==> src/rtl/rad_cdc_mcp_pkg.sv <==
// Shared types and width helpers for the multi-entry MCP CDC send side.
package rad_cdc_mcp_pkg;

  // Coarse link state, decoded from the credit count and the error flags.
  typedef enum logic [1:0] {
    IDLE,
    ACTIVE,
    FULL,
    ERROR
  } state_e;

  // Slot index width; a single-slot link still carries a 1-bit pointer.
  function automatic int ptr_width(input int depth);
    return (depth > 1) ? $clog2(depth) : 1;
  endfunction

  // Outstanding-count width: must represent 0..depth inclusive.
  function automatic int cnt_width(input int depth);
    return $clog2(depth + 1);
  endfunction

  // Watchdog counter width: must represent 0..limit inclusive.
  function automatic int timer_width(input int limit);
    return (limit > 0) ? $clog2(limit + 1) : 1;
  endfunction

endpackage

==> src/rtl/rad_cdc_mcp_ack_timer.sv <==
// Saturating ack watchdog: counts cycles while run_i is high and reports expiry.
module rad_cdc_mcp_ack_timer
  import rad_cdc_mcp_pkg::*;
#(
  parameter int TIMEOUT = 256
) (
  input  logic aclk,
  input  logic arst_n,
  input  logic run_i,
  input  logic clear_i,
  output logic expired_o
);

  generate
    if (TIMEOUT == 0) begin : g_off
      // Watchdog disabled: nothing to count, never expires.
      logic unused_inputs;
      assign unused_inputs = ^{aclk, arst_n, run_i, clear_i};
      assign expired_o     = 1'b0;
    end else begin : g_on
      localparam int TW = timer_width(TIMEOUT);
      localparam logic [TW-1:0] LIMIT = TW'(TIMEOUT);
      localparam logic [TW-1:0] ONE   = TW'(1);

      logic [TW-1:0] timer_q;
      logic [TW-1:0] timer_d;

      // Next timer value: clear wins, otherwise count up and hold at the limit.
      always_comb begin
        timer_d = timer_q;
        if (clear_i) begin
          timer_d = '0;
        end else if (run_i && (timer_q != LIMIT)) begin
          timer_d = timer_q + ONE;
        end
      end

      // Timer register with asynchronous reset.
      always_ff @(posedge aclk or negedge arst_n) begin
        if (!arst_n) begin
          timer_q <= '0;
        end else begin
          timer_q <= timer_d;
        end
      end

      assign expired_o = (timer_q == LIMIT);
    end
  endgenerate

endmodule

==> src/rtl/rad_cdc_mcp_asend_credit.sv <==
// Source-side credit controller for a multi-entry MCP CDC link: issues slot
// pointers, tracks words in flight, and flags ack timeouts and spurious acks.
module rad_cdc_mcp_asend_credit
  import rad_cdc_mcp_pkg::*;
#(
  parameter  int DEPTH   = 2,
  parameter  int TIMEOUT = 256,
  localparam int PTR_W   = ptr_width(DEPTH),
  localparam int CNT_W   = cnt_width(DEPTH)
) (
  input  logic             aclk,
  input  logic             arst_n,
  input  logic             asend,
  output logic             aready,
  output logic [PTR_W-1:0] aptr,
  input  logic             aack,
  output logic [CNT_W-1:0] aoutstanding,
  output logic             atimeout,
  output logic             aspurious,
  input  logic             aclr_err
);

  generate
    if (DEPTH < 1) begin : g_bad_depth
      $error("rad_cdc_mcp_asend_credit: DEPTH must be at least 1");
    end
    if (TIMEOUT < 0) begin : g_bad_timeout
      $error("rad_cdc_mcp_asend_credit: TIMEOUT must not be negative");
    end
  endgenerate

  localparam logic [CNT_W-1:0] DEPTH_C  = CNT_W'(DEPTH);
  localparam logic [CNT_W-1:0] CNT_ONE  = CNT_W'(1);
  localparam logic [PTR_W-1:0] PTR_LAST = PTR_W'(DEPTH - 1);
  localparam logic [PTR_W-1:0] PTR_ONE  = PTR_W'(1);

  logic [CNT_W-1:0] cnt_q, cnt_d;
  logic [PTR_W-1:0] ptr_q, ptr_d;
  logic             spurious_q, spurious_d;
  logic             timeout_q, timeout_d;
  logic             expired;
  logic             accept;
  logic             ack_valid;
  logic             ack_spur;
  state_e           state;

  // An ack never refers to a send in the same cycle, so validity uses the
  // registered count only.
  assign ack_valid = aack && (cnt_q != '0);
  assign ack_spur  = aack && (cnt_q == '0);

  // Timeout is visible as soon as the timer hits its limit, then held sticky.
  assign atimeout  = timeout_q | expired;
  assign aspurious = spurious_q;
  assign aready    = (cnt_q < DEPTH_C) && !atimeout && !spurious_q;
  assign accept    = asend && aready && !aclr_err;

  assign aptr         = ptr_q;
  assign aoutstanding = cnt_q;

  rad_cdc_mcp_ack_timer #(
    .TIMEOUT(TIMEOUT)
  ) u_ack_timer (
    .aclk     (aclk),
    .arst_n   (arst_n),
    .run_i    (cnt_q != '0),
    .clear_i  (aclr_err || (cnt_q == '0) || ack_valid),
    .expired_o(expired)
  );

  // Next-state: flush dominates; otherwise credit count, pointer and sticky flags.
  always_comb begin
    cnt_d      = cnt_q;
    ptr_d      = ptr_q;
    spurious_d = spurious_q | ack_spur;
    timeout_d  = timeout_q | expired;
    if (aclr_err) begin
      cnt_d      = '0;
      ptr_d      = '0;
      spurious_d = 1'b0;
      timeout_d  = 1'b0;
    end else begin
      if (accept && !ack_valid) begin
        cnt_d = cnt_q + CNT_ONE;
      end else if (!accept && ack_valid) begin
        cnt_d = cnt_q - CNT_ONE;
      end
      if (accept) begin
        ptr_d = (ptr_q == PTR_LAST) ? '0 : ptr_q + PTR_ONE;
      end
    end
  end

  // State registers with asynchronous reset.
  always_ff @(posedge aclk or negedge arst_n) begin
    if (!arst_n) begin
      cnt_q      <= '0;
      ptr_q      <= '0;
      spurious_q <= 1'b0;
      timeout_q  <= 1'b0;
    end else begin
      cnt_q      <= cnt_d;
      ptr_q      <= ptr_d;
      spurious_q <= spurious_d;
      timeout_q  <= timeout_d;
    end
  end

  // Debug decode of the link state.
  always_comb begin
    state = ACTIVE;
    if (atimeout || spurious_q) begin
      state = ERROR;
    end else if (cnt_q == '0) begin
      state = IDLE;
    end else if (cnt_q == DEPTH_C) begin
      state = FULL;
    end
  end

  a_cnt_bound : assert property (@(posedge aclk) disable iff (!arst_n)
    cnt_q <= DEPTH_C);
  a_no_accept_blocked : assert property (@(posedge aclk) disable iff (!arst_n)
    !aready |-> !accept);
  a_full_blocks : assert property (@(posedge aclk) disable iff (!arst_n)
    (state == FULL) |-> !aready);

endmodule
==> config.mk <==
export PLATFORM = sky130hd
export DESIGN_NAME = rad_cdc_mcp_asend_credit
export DESIGN_NICKNAME = d
export VERILOG_FILES = /design/src/rtl/rad_cdc_mcp_pkg.sv /design/src/rtl/rad_cdc_mcp_ack_timer.sv /design/src/rtl/rad_cdc_mcp_asend_credit.sv
export SDC_FILE = /design/constraint.sdc
export NUM_CORES = 1
export LEC_CHECK = 0
export ABC_AREA = 0
export CORE_MARGIN = 4
export CORE_UTILIZATION = 30
export DETAILED_ROUTE_END_ITERATION = 16
export PLACE_DENSITY_LB_ADDON = 0.1
export SYNTH_ARGS = -nofsm -noshare
export SYNTH_HDL_FRONTEND = slang
export SYNTH_HIERARCHICAL = 1
export SYNTH_SLANG_ARGS = --single-unit
export TNS_END_PERCENT = 50
==> constraint.sdc <==
create_clock -name aclk -period 4.67 [get_ports aclk]
set_input_delay 0.934 -clock aclk [delete_from_list [all_inputs] [get_ports aclk]]
set_output_delay 0.934 -clock aclk [all_outputs]
set_load 0.05 [all_outputs]
; ---- Word level (Yosys, flattened, before mapping)
; Cells that the tools add are included.
[totals]
register_bits = 14
in_bits = 5
output_inout_bits = 6
[classes]
addsub = 4
magnitude_cmp = 1
n_eq_ne = 2
mux = 10
n_bitwise = 2
reduce_logical = 21
[op_table]
columns = operator, count
row1 = $mux 9, 2
row2 = $add 9x1->9 const B, 1
row3 = $eq 9x9->1 const B, 1
row4 = $logic_and 1x1->1, 9
row5 = $ne 9x9->1 const B, 1
row6 = $mux 2, 3
row7 = $reduce_bool 2->1, 3
row8 = $logic_not 1->1, 5
row9 = $mux 1, 5
row10 = $reduce_bool 3->1, 1
row11 = $add 2x1->2 const B, 1
row12 = $logic_not 2->1, 1
row13 = $logic_or 1x1->1, 2
row14 = $lt 2x2->1 const B, 1
row15 = $or 1x1->1, 2
row16 = $sub 2x1->2 const B, 1
row17 = $add 1x1->1 const B, 1

; ---- Depth between registers and ports, before layout
; Gate-level depths: netlist of run 1.
[depth]
word_depth = 12
mapped_depth = 7
ltp_nobuf = 7

; ---- Cells and area by module
; The synthesis of run 1 kept the hierarchy.
[by_module_without_submodules]
columns = mod, n_inst, cells_per_inst, area_each_um2, seq_area_each_um2
row1 = rad_cdc_mcp_ack_timer, 1, 52, 509.2, 225.2
row2 = rad_cdc_mcp_asend_credit, 1, 29, 279.0, 125.1

; ---- Worst setup path before layout of run 1
; OpenSTA, ideal clock, no wires.
[synth_timing]
kind = register to output
start = register u_ack_timer.g_on.timer_q[0]
end = output port aready
arrival_ns = 1.748
t_required_ns = 3.736
setup_slack_ns = 1.988
stages_incl_launch_ff = 6
n_path_buf = 0
path_cell_list = dfrtp_1 inv_1 ha_1 nor4b_2 and2_1 nor4_4
[synth_between]
elab_chain_cells = 5
[synth_lines]
columns = element, line_no
row1 = "start, declared", rad_cdc_mcp_ack_timer.sv:25  ; logic [TW-1:0] timer_q;
row2 = "start signal, assigned", rad_cdc_mcp_ack_timer.sv:43  ; timer_q <= timer_d;
row3 = $eq 9x9->1, rad_cdc_mcp_ack_timer.sv:47  ; assign expired_o = (timer_q == LIMIT);
row4 = net expired, rad_cdc_mcp_asend_credit.sv:41  ; logic expired;
row5 = $or 1x1->1, rad_cdc_mcp_asend_credit.sv:53  ; assign atimeout = timeout_q | expired;
row6 = $logic_not 1->1, rad_cdc_mcp_asend_credit.sv:55  ; assign aready = (cnt_q < DEPTH_C) && !atimeout && !spurious_q;
row7 = $logic_and 1x1->1 (2 in series), rad_cdc_mcp_asend_credit.sv:55
row8 = "end, declared", rad_cdc_mcp_asend_credit.sv:14  ; output logic aready,
; The timed path passes the listed nets, and every way through them passes these cells.

; ---- Final worst setup path of run 1
; Same ends and word-level chain as after synthesis.

==> results of run 1 <==
registers in the layout (all words and copies together), names as in the netlist:
name and cells:
aoutstanding 2, timeout_q 1, u_ack_timer/g_on.timer_q 9, aptr 1, aspurious 1
synth_stat cells, drive strengths merged:
| master | n |
|---|---|
| dfrtp | 14 |
| nor2 | 8 |
| a21oi | 7 |
| inv | 7 |
| nand2 | 5 |
| nand4 | 5 |
| nor4b | 3 |
| o21ai | 3 |
| or3 | 3 |
| ha | 2 |
| nand3 | 2 |
| or2 | 2 |
| xnor2 | 2 |
| a211o | 1 |
| a21boi | 1 |
| a31o | 1 |
| a31oi | 1 |
| and2 | 1 |
| buf | 1 |
| clkbuf | 1 |
| mux2 | 1 |
| mux2i | 1 |
| nand2b | 1 |
| nand4b | 1 |
| nor2b | 1 |
| nor4 | 1 |
| o311ai | 1 |
| o31ai | 1 |
| o41ai | 1 |
| or4 | 1 |
| or4b | 1 |
cell type report:
type                    count  share of cell area
clock buffers               3              0.0240
repair buffers             10               0.107
well taps                  30              0.0399
inverters                   7              0.0280
multi-input cells          58               0.429
flip-flops and latches     14               0.373
routing by layer:
layer	global-route usage	vias up	part of all wire
met3	0.0501	2	0.048
met1	0.132	316	0.47
met2	0.161	10	0.47
met5	0	-	0
met4	0.0291	0	0.0094
li1	-	317	-
worst reg2reg max path: cells and delay by family (launching register included):
family	cells	cell delay (ns)
buffers and inverters	1	0.07
AND/OR/NAND/NOR	3	0.80
AO/OA/AOI/OAI	2	0.31
adder cells (fa/ha/maj)	1	0.19
flip-flops	1	0.41
report_power, final:
| part | leakage, uW | internal (uW) | switching, uW |
|---|---|---|---|
| Clock | 0.0000138 | 29.8 | 35.9 |
| Combinational | 0.000178 | 19.1 | 34.5 |
| Sequential | 0.000192 | 125 | 5.11 |
final timing paths:
| kind | startpoint | to | slack, ns | cells after the start |
|---|---|---|---|---|
| max | u_ack_timer/g_on.timer_q[0] | aready | 1.12 | 6 |
| min | u_ack_timer/g_on.timer_q[8] | u_ack_timer/g_on.timer_q[8] | 0.57 | 2 |
| max reg2reg | u_ack_timer/g_on.timer_q[0] | aptr | 2.78 | 7 |
| min reg2reg | u_ack_timer/g_on.timer_q[8] | u_ack_timer/g_on.timer_q[8] | 0.57 | 2 |
| max in group asynchronous | arst_n | u_ack_timer/g_on.timer_q[7] | 3.22 | 1 |
| min in group asynchronous | arst_n | u_ack_timer/g_on.timer_q[5] | 1.04 | 1 |
cells by family after synthesis:
logic type | Yosys count
AND/OR/NAND/NOR | 35
AO/OA/AOI/OAI | 17
multiplexers | 2
XOR/XNOR | 2
flip-flops | 14
adder cells (fa/ha/maj) | 2
buffers and inverters | 9
per-stage QoR:
step / cell area [um^2] / hold slack [ns] / total power (uW) / worst slack [ns] / util
after detailed placement: 917 / 0.554 / 187 / 1.40 / 0.367
after global routing: 940 / 0.617 / 266 / 0.958 / 0.376
after global placement: 917 / 0.544 / 187 / 1.45 / 0.367
final: 940 / 0.565 / 249 / 1.12 / 0.376
after floorplan: 788 / 0.513 / 166 / 1.99 / -
after CTS: 940 / 0.567 / 255 / 1.09 / 0.376
==> out/results.txt, run 1 <==
The post-synthesis sequential element count is 14, and the net count after synthesis is 88. The run gives 0 as the number of failing setup endpoints in the final timing report. The row count came out at 18. The share of synthesized area occupied by flip-flops and latches is 0.444, and the number of pins exceeding their max-slew limit in the final report is 0. For this design the ratio of total power to cell area is 265 nW/um^2.

The number of clock buffers added by TritonCTS is 3. The sequential cells in the finished layout cover a total of 350 um^2. The data arrival time of the critical path came out at 2.62 ns.

The smallest clock period supported by the final layout is computed as 3.55 ns. Detailed routing inserted a total of 645 vias. At the end of the flow, the number of nets in the layout was 101. The die is 59.3 um tall. The number of resized instances in the post-cts repair step is 0, and the max-cap violation count is 0. In this run, placement finished with an instance count of 119.

The fraction of the mapped netlist area in adder cells is 0.0317, and the number of hold-slack violations in the final timing report is 0. The logs give 255 for the layout filler cell count and 81 for the number of instances in the synthesized netlist. The critical path start-end classification was register to output port. In the layout the commonest cells are sky130_fd_sc_hd__dfrtp_1, sky130_fd_sc_hd__clkdlybuf4s50_1, sky130_fd_sc_hd__nor2_1.

The longest clock path from root to sink contains 2 buffers. Each instance of the synthesized netlist takes up on average 9.73 um^2. Leaving out fill and tap cells, the most frequent cell in the layout is sky130_fd_sc_hd__dfrtp_1.

In the routed design, unresolved DRC markers number 0. The maximum number of pins on one net before global-route repair is 15. The via count normalized by instance count is 5.29, and the wire length per cell after detailed routing is 13.1 um. The die is 59.3 um wide. The final critical-path share of the clock period is 0.760, and the overall track demand over capacity in global routing is 0.105. TritonCTS built the clock tree.

The later pin in the worst-skew pair is clocked with a latency of 0.27 ns. Routability-driven placement finished with a final weighted congestion of 0.820. The relative slew slack was 0.584. The count of port buffers added during placement was 10. Timing would allow up to 282 MHz. Ranked by total cell area, the synthesized netlist is headed by sky130_fd_sc_hd__dfrtp_1, sky130_fd_sc_hd__a21oi_1, sky130_fd_sc_hd__nor2_1.

After floorplanning, the core was sized to cover 2500 um^2. The master of the slowest instance on the critical path is sky130_fd_sc_hd__clkdlybuf4s50_1. The hold-fix buffer count after cts is 0, and the number of clock sinks is 14. The sum of buffers and inverters on the critical path is 2, and the area share of the largest cell type after synthesis is 0.444. The compound-gate portion of the synthesized area is 0.135. The xor and xnor fraction of the mapped netlist area is 0.0222, and the number of antenna cells inserted is 0. The clock arrives with 0.00541 ns of skew. The first TritonRoute pass finished after 4 iterations. The share of final-layout standard cells stronger than drive strength 1 works out to 0.0978. The CTS root buffer is sky130_fd_sc_hd__clkbuf_4.

The kind of cell with the highest combined delay along the critical path is buffers and inverters. The HPWL after detailed placement is 1190 um. Global routing finished with a remaining overflow of 0. The worst setup path is captured at an output port.

The highest ir drop seen on vdd is 151 uV. In this run the worst hold path is classified as register to register. Summing all multi-input logic gate instances after layout gives 403 um^2. The run gives 788 um^2 as the cell area after synthesis. For the die area, the log shows 3510 um^2.

For the final routed database, the setup TNS stands at 0 ns. The run gives 615 as the number of global-route vias before repair. The flow ran to the end, and the final reports show no timing, DRC or antenna violations. The critical path goes through inv_1, ha_1, nor4b_2, and2_1, nor4_4, clkdlybuf4s50_1. The largest stage delay on the critical path was 0.88 ns; the clock-pin slew reported for the worst setup and hold paths after clock tree synthesis was 0.08 ns. For the iteration-0 DRC count of the detailed router, the log shows 13. Post-CTS setup repair buffer count: 0.

The number of warnings printed during yosys synthesis is 6, and the synthesized-area fraction occupied by and/or/nand/nor cells is 0.295. Setup repair after global routing left no endpoint under its margin. Of all nets on the critical path, the largest fanout is 7.

The tools report the distinct cell type count after synthesis as 33. The post-detailed-route count of antenna-violating nets is 0, and the number of antenna violations at the first check in global routing is 0. After detailed routing, the total wire length is 1600 um. The post-synthesis mux area share is 0.0270.

The sort of element at the start of the critical path is a register. The starting density of the core is 0.315, and the area growth from synthesis to layout is 19.2%. STA puts the critical path data required time at 3.74 ns. During I/O placement, the number of pins put on the boundary was 11.

The tools report the number of levels in the clock H-tree as 1. The largest total area in the synthesized netlist belongs to sky130_fd_sc_hd__dfrtp_1. At the pin with the least slew margin, the transition time is 0.623 ns.

The cell leakage power was 0.000384 uW. By area, the combinational part of the netlist is dominated by simple AND/OR/NAND/NOR gates. For the number of non-filler instances in the completed layout, the log shows 122. The first global-routing pass estimated 2730 um of wire.
(Power assumes the default switching activity.)
==> run 2, diff against run 1 <==
==> constraint.sdc (replaced) <==
create_clock -name aclk -period 3.28 [get_ports aclk]
set_input_delay 0.656 -clock aclk [delete_from_list [all_inputs] [get_ports aclk]]
set_output_delay 0.656 -clock aclk [all_outputs]
set_load 0.05 [all_outputs]
==> out/results.txt, run 2 (synthesis results as in run 1) <==
The run finished with clean final reports. Clock skew after layout: 0.00152 ns (was 0.00541 ns). The kind of capture point of the worst setup path was an output port (unchanged). The critical path start-end classification was register to output port (unchanged). TritonCTS built the clock tree. The run gives 102 (was 101) as the final net count. Sort of element at the start of the critical path: a register (unchanged). The tools report the overall track demand over capacity in global routing as 0.119 (was 0.105). The tools report the wire length of the first global-routing pass as 3070 um (was 2730 um). Commonest non-fill, non-tap cells in the layout: sky130_fd_sc_hd__dfrtp_1, sky130_fd_sc_hd__clkdlybuf4s50_1, sky130_fd_sc_hd__nor2_1 (unchanged). The total length of routed met3 wires is 83 um (was 77 um), and the wire length per cell after detailed routing is 13.6 um (was 13.1 um). For the remaining design rule violation count, the log shows 0 (unchanged). Core outline area: 2500 um^2 (unchanged).

Met2 wire length: 830 um (was 755 um). The transition at the pin with the smallest max-transition slack is 0.653 ns (was 0.623 ns). The number of primary I/O pins is 11 (unchanged), and the number of flip-flops under the largest register name is 9 (unchanged). The post-detailed-route count of antenna-violating nets was 0 (unchanged). The iteration-0 DRC count of the detailed router is 30 (was 13), and the routed wire length is 1680 um (was 1600 um). The number of resized instances in the post-cts repair step is 0 (unchanged), and the estimated wirelength of the detail-placed design is 1270 um (was 1190 um). For the number of clock sinks, the log shows 14 (unchanged).

The tools report the relative slew slack as 0.563 (was 0.584). Share of final-layout standard cells stronger than drive strength 1: 0.128 (was 0.0978). For the number of global-route vias before repair, the log shows 647 (was 615). The tools report the area occupied by multi-input gates as 403 um^2 (unchanged). The number of detailed-routing iterations run before antenna repair is 3 (was 4), and the highest ir drop seen on vdd is 205 uV (was 151 uV). The detailed-route via count was 644 (was 645).

For the length of routed wiring on met1, the log shows 755 um (was 745 um). The data required time at the worst endpoint was 2.62 ns (was 3.74 ns). The max-cap violation count is 0 (unchanged). The clock insertion delay at the later pin of the skew report is 0.28 ns (was 0.27 ns), and the final critical-path share of the clock period is 0.926. The register with the highest flop count was u_ack_timer/g_on.timer_q (unchanged). The routability congestion estimate is 0.769 (was 0.820). Hold-fix buffer count after cts: 0 (unchanged).

The leading cell type in the layout, fill and taps excluded was sky130_fd_sc_hd__dfrtp_1 (unchanged). The number of levels in the clock H-tree was 1 (unchanged); the clock-pin slew reported for the worst setup and hold paths after clock tree synthesis was 0.09 ns (was 0.08 ns). The cell leakage power is 0.000396 uW (was 0.000384 uW), and the total power density per cell area is 404 nW/um^2 (was 265 nW/um^2).

The tools report the maximum number of pins on one net before global-route repair as 15 (unchanged). The number of hold-slack violations in the final timing report was 0 (unchanged); the row count was 18 (unchanged). The tools report the post-CTS setup repair buffer count as 0 (unchanged).

Highest metal layer used by the detailed router: met4 (unchanged). The width of the chip works out to 59.3 um (unchanged). The run gives 251 (was 255) as the layout filler cell count. CTS root buffer: sky130_fd_sc_hd__clkbuf_4 (unchanged). The data arrival time of the critical path is 2.38 ns (was 2.62 ns), and the vertical die dimension is 59.3 um (unchanged). The biggest fanout along the worst timing path is 4 (was 7), and the number of failing setup endpoints in the final timing report is 0 (unchanged). The maximum clock frequency came out at 329 MHz. The run gives 3510 um^2 (unchanged) as the die area. The number of antenna cells inserted was 0 (unchanged); the worst path setup slack after routing was 0.244 ns (was 1.12 ns). The area growth from synthesis to layout was 21.6% (was 19.2%). The worst-case setup slack after placement is 0.541 ns (was 1.40 ns), and the sequential cell area is 350 um^2 (unchanged). The logs give 3 (unchanged) for the number of buffers created by CTS and 0 (unchanged) for the number of antenna violations at the first check in global routing. Setup repair after global routing left no endpoint under its margin. The count of port buffers added during placement came out at 10 (unchanged).

The routed design could run at a clock period as short as 3.04 ns. The overall overflow remaining after global route is 0 (unchanged). The number of buffers between clock root and the deepest sink was 2 (unchanged); the setup TNS was 0 ns (unchanged). Via count normalized by instance count: 5.19 (was 5.29). Class of the most critical hold timing path: register to register (unchanged). The number of pins exceeding their max-slew limit in the final report came out at 0 (unchanged). The starting density of the core is 0.315 (unchanged). Utilization after layout: 0.383 (was 0.376).
==> run 2: changes by cell type in the layout (fill, tap and decap cells not counted) <==
cell	before	now
sky130_fd_sc_hd__clkbuf_8	0	1
sky130_fd_sc_hd__buf_4	0	2
sky130_fd_sc_hd__clkdlybuf4s50_1	10	9
==> run 2: where the power goes <==
part | switching, uW | internal, uW | total, uW
sequential | 7.05 | 178 | 185
clock | 58.1 | 67.6 | 126
combinational | 49.5 | 27.4 | 76.9
total | 115 | 273 | 387
==> run 2: area by class of cell <==
cell class	count	share of cell area
Clock buffer	4	0.0379
Timing Repair Buffer	11	0.110
Inverter	7	0.0274
Multi-Input combinational cell	58	0.420
Sequential cell	14	0.366
Tap cell	30	0.0392
==> run 2: final timing paths <==
kind	depth (start not counted)	to	slack, ns	start
min in group asynchronous	1	aoutstanding[0]	0.77	arst_n
max in group asynchronous	1	u_ack_timer/g_on.timer_q[6]	2.10	arst_n
worst max-delay path	6	atimeout	0.24	u_ack_timer/g_on.timer_q[0]
worst min-delay path	2	u_ack_timer/g_on.timer_q[8]	0.56	u_ack_timer/g_on.timer_q[8]
worst max register to register	7	aptr	1.37	u_ack_timer/g_on.timer_q[0]
worst min register to register	2	u_ack_timer/g_on.timer_q[8]	0.56	u_ack_timer/g_on.timer_q[8]
==> run 2: worst max-delay path, stage by stage, from the launching register on <==
cell and delay (ns):
sky130_fd_sc_hd__dfrtp_1 0.42, sky130_fd_sc_hd__inv_1 0.09, sky130_fd_sc_hd__ha_1 0.14, sky130_fd_sc_hd__nor4b_2 0.27, sky130_fd_sc_hd__and2_1 0.24, sky130_fd_sc_hd__or2_2 0.14, sky130_fd_sc_hd__clkdlybuf4s50_1 0.79
==> run 2: layer usage <==
layer,track usage,up-vias
li1,-,319
met1,0.141,315
met2,0.190,8
met3,0.0501,2
met4,0.0421,0
met5,0,-
==> run 2: metrics by stage <==
step	hold slack [ns]	total power [uW]	cell area (um^2)	instances
3_5_place_dp	0.550	267	922	120
4_1_cts	0.569	399	958	124
5_1_grt	0.619	412	958	124
2_1_floorplan	0.360	237	788	81
6_report	0.563	387	958	124
3_3_place_gp	0.557	266	922	120
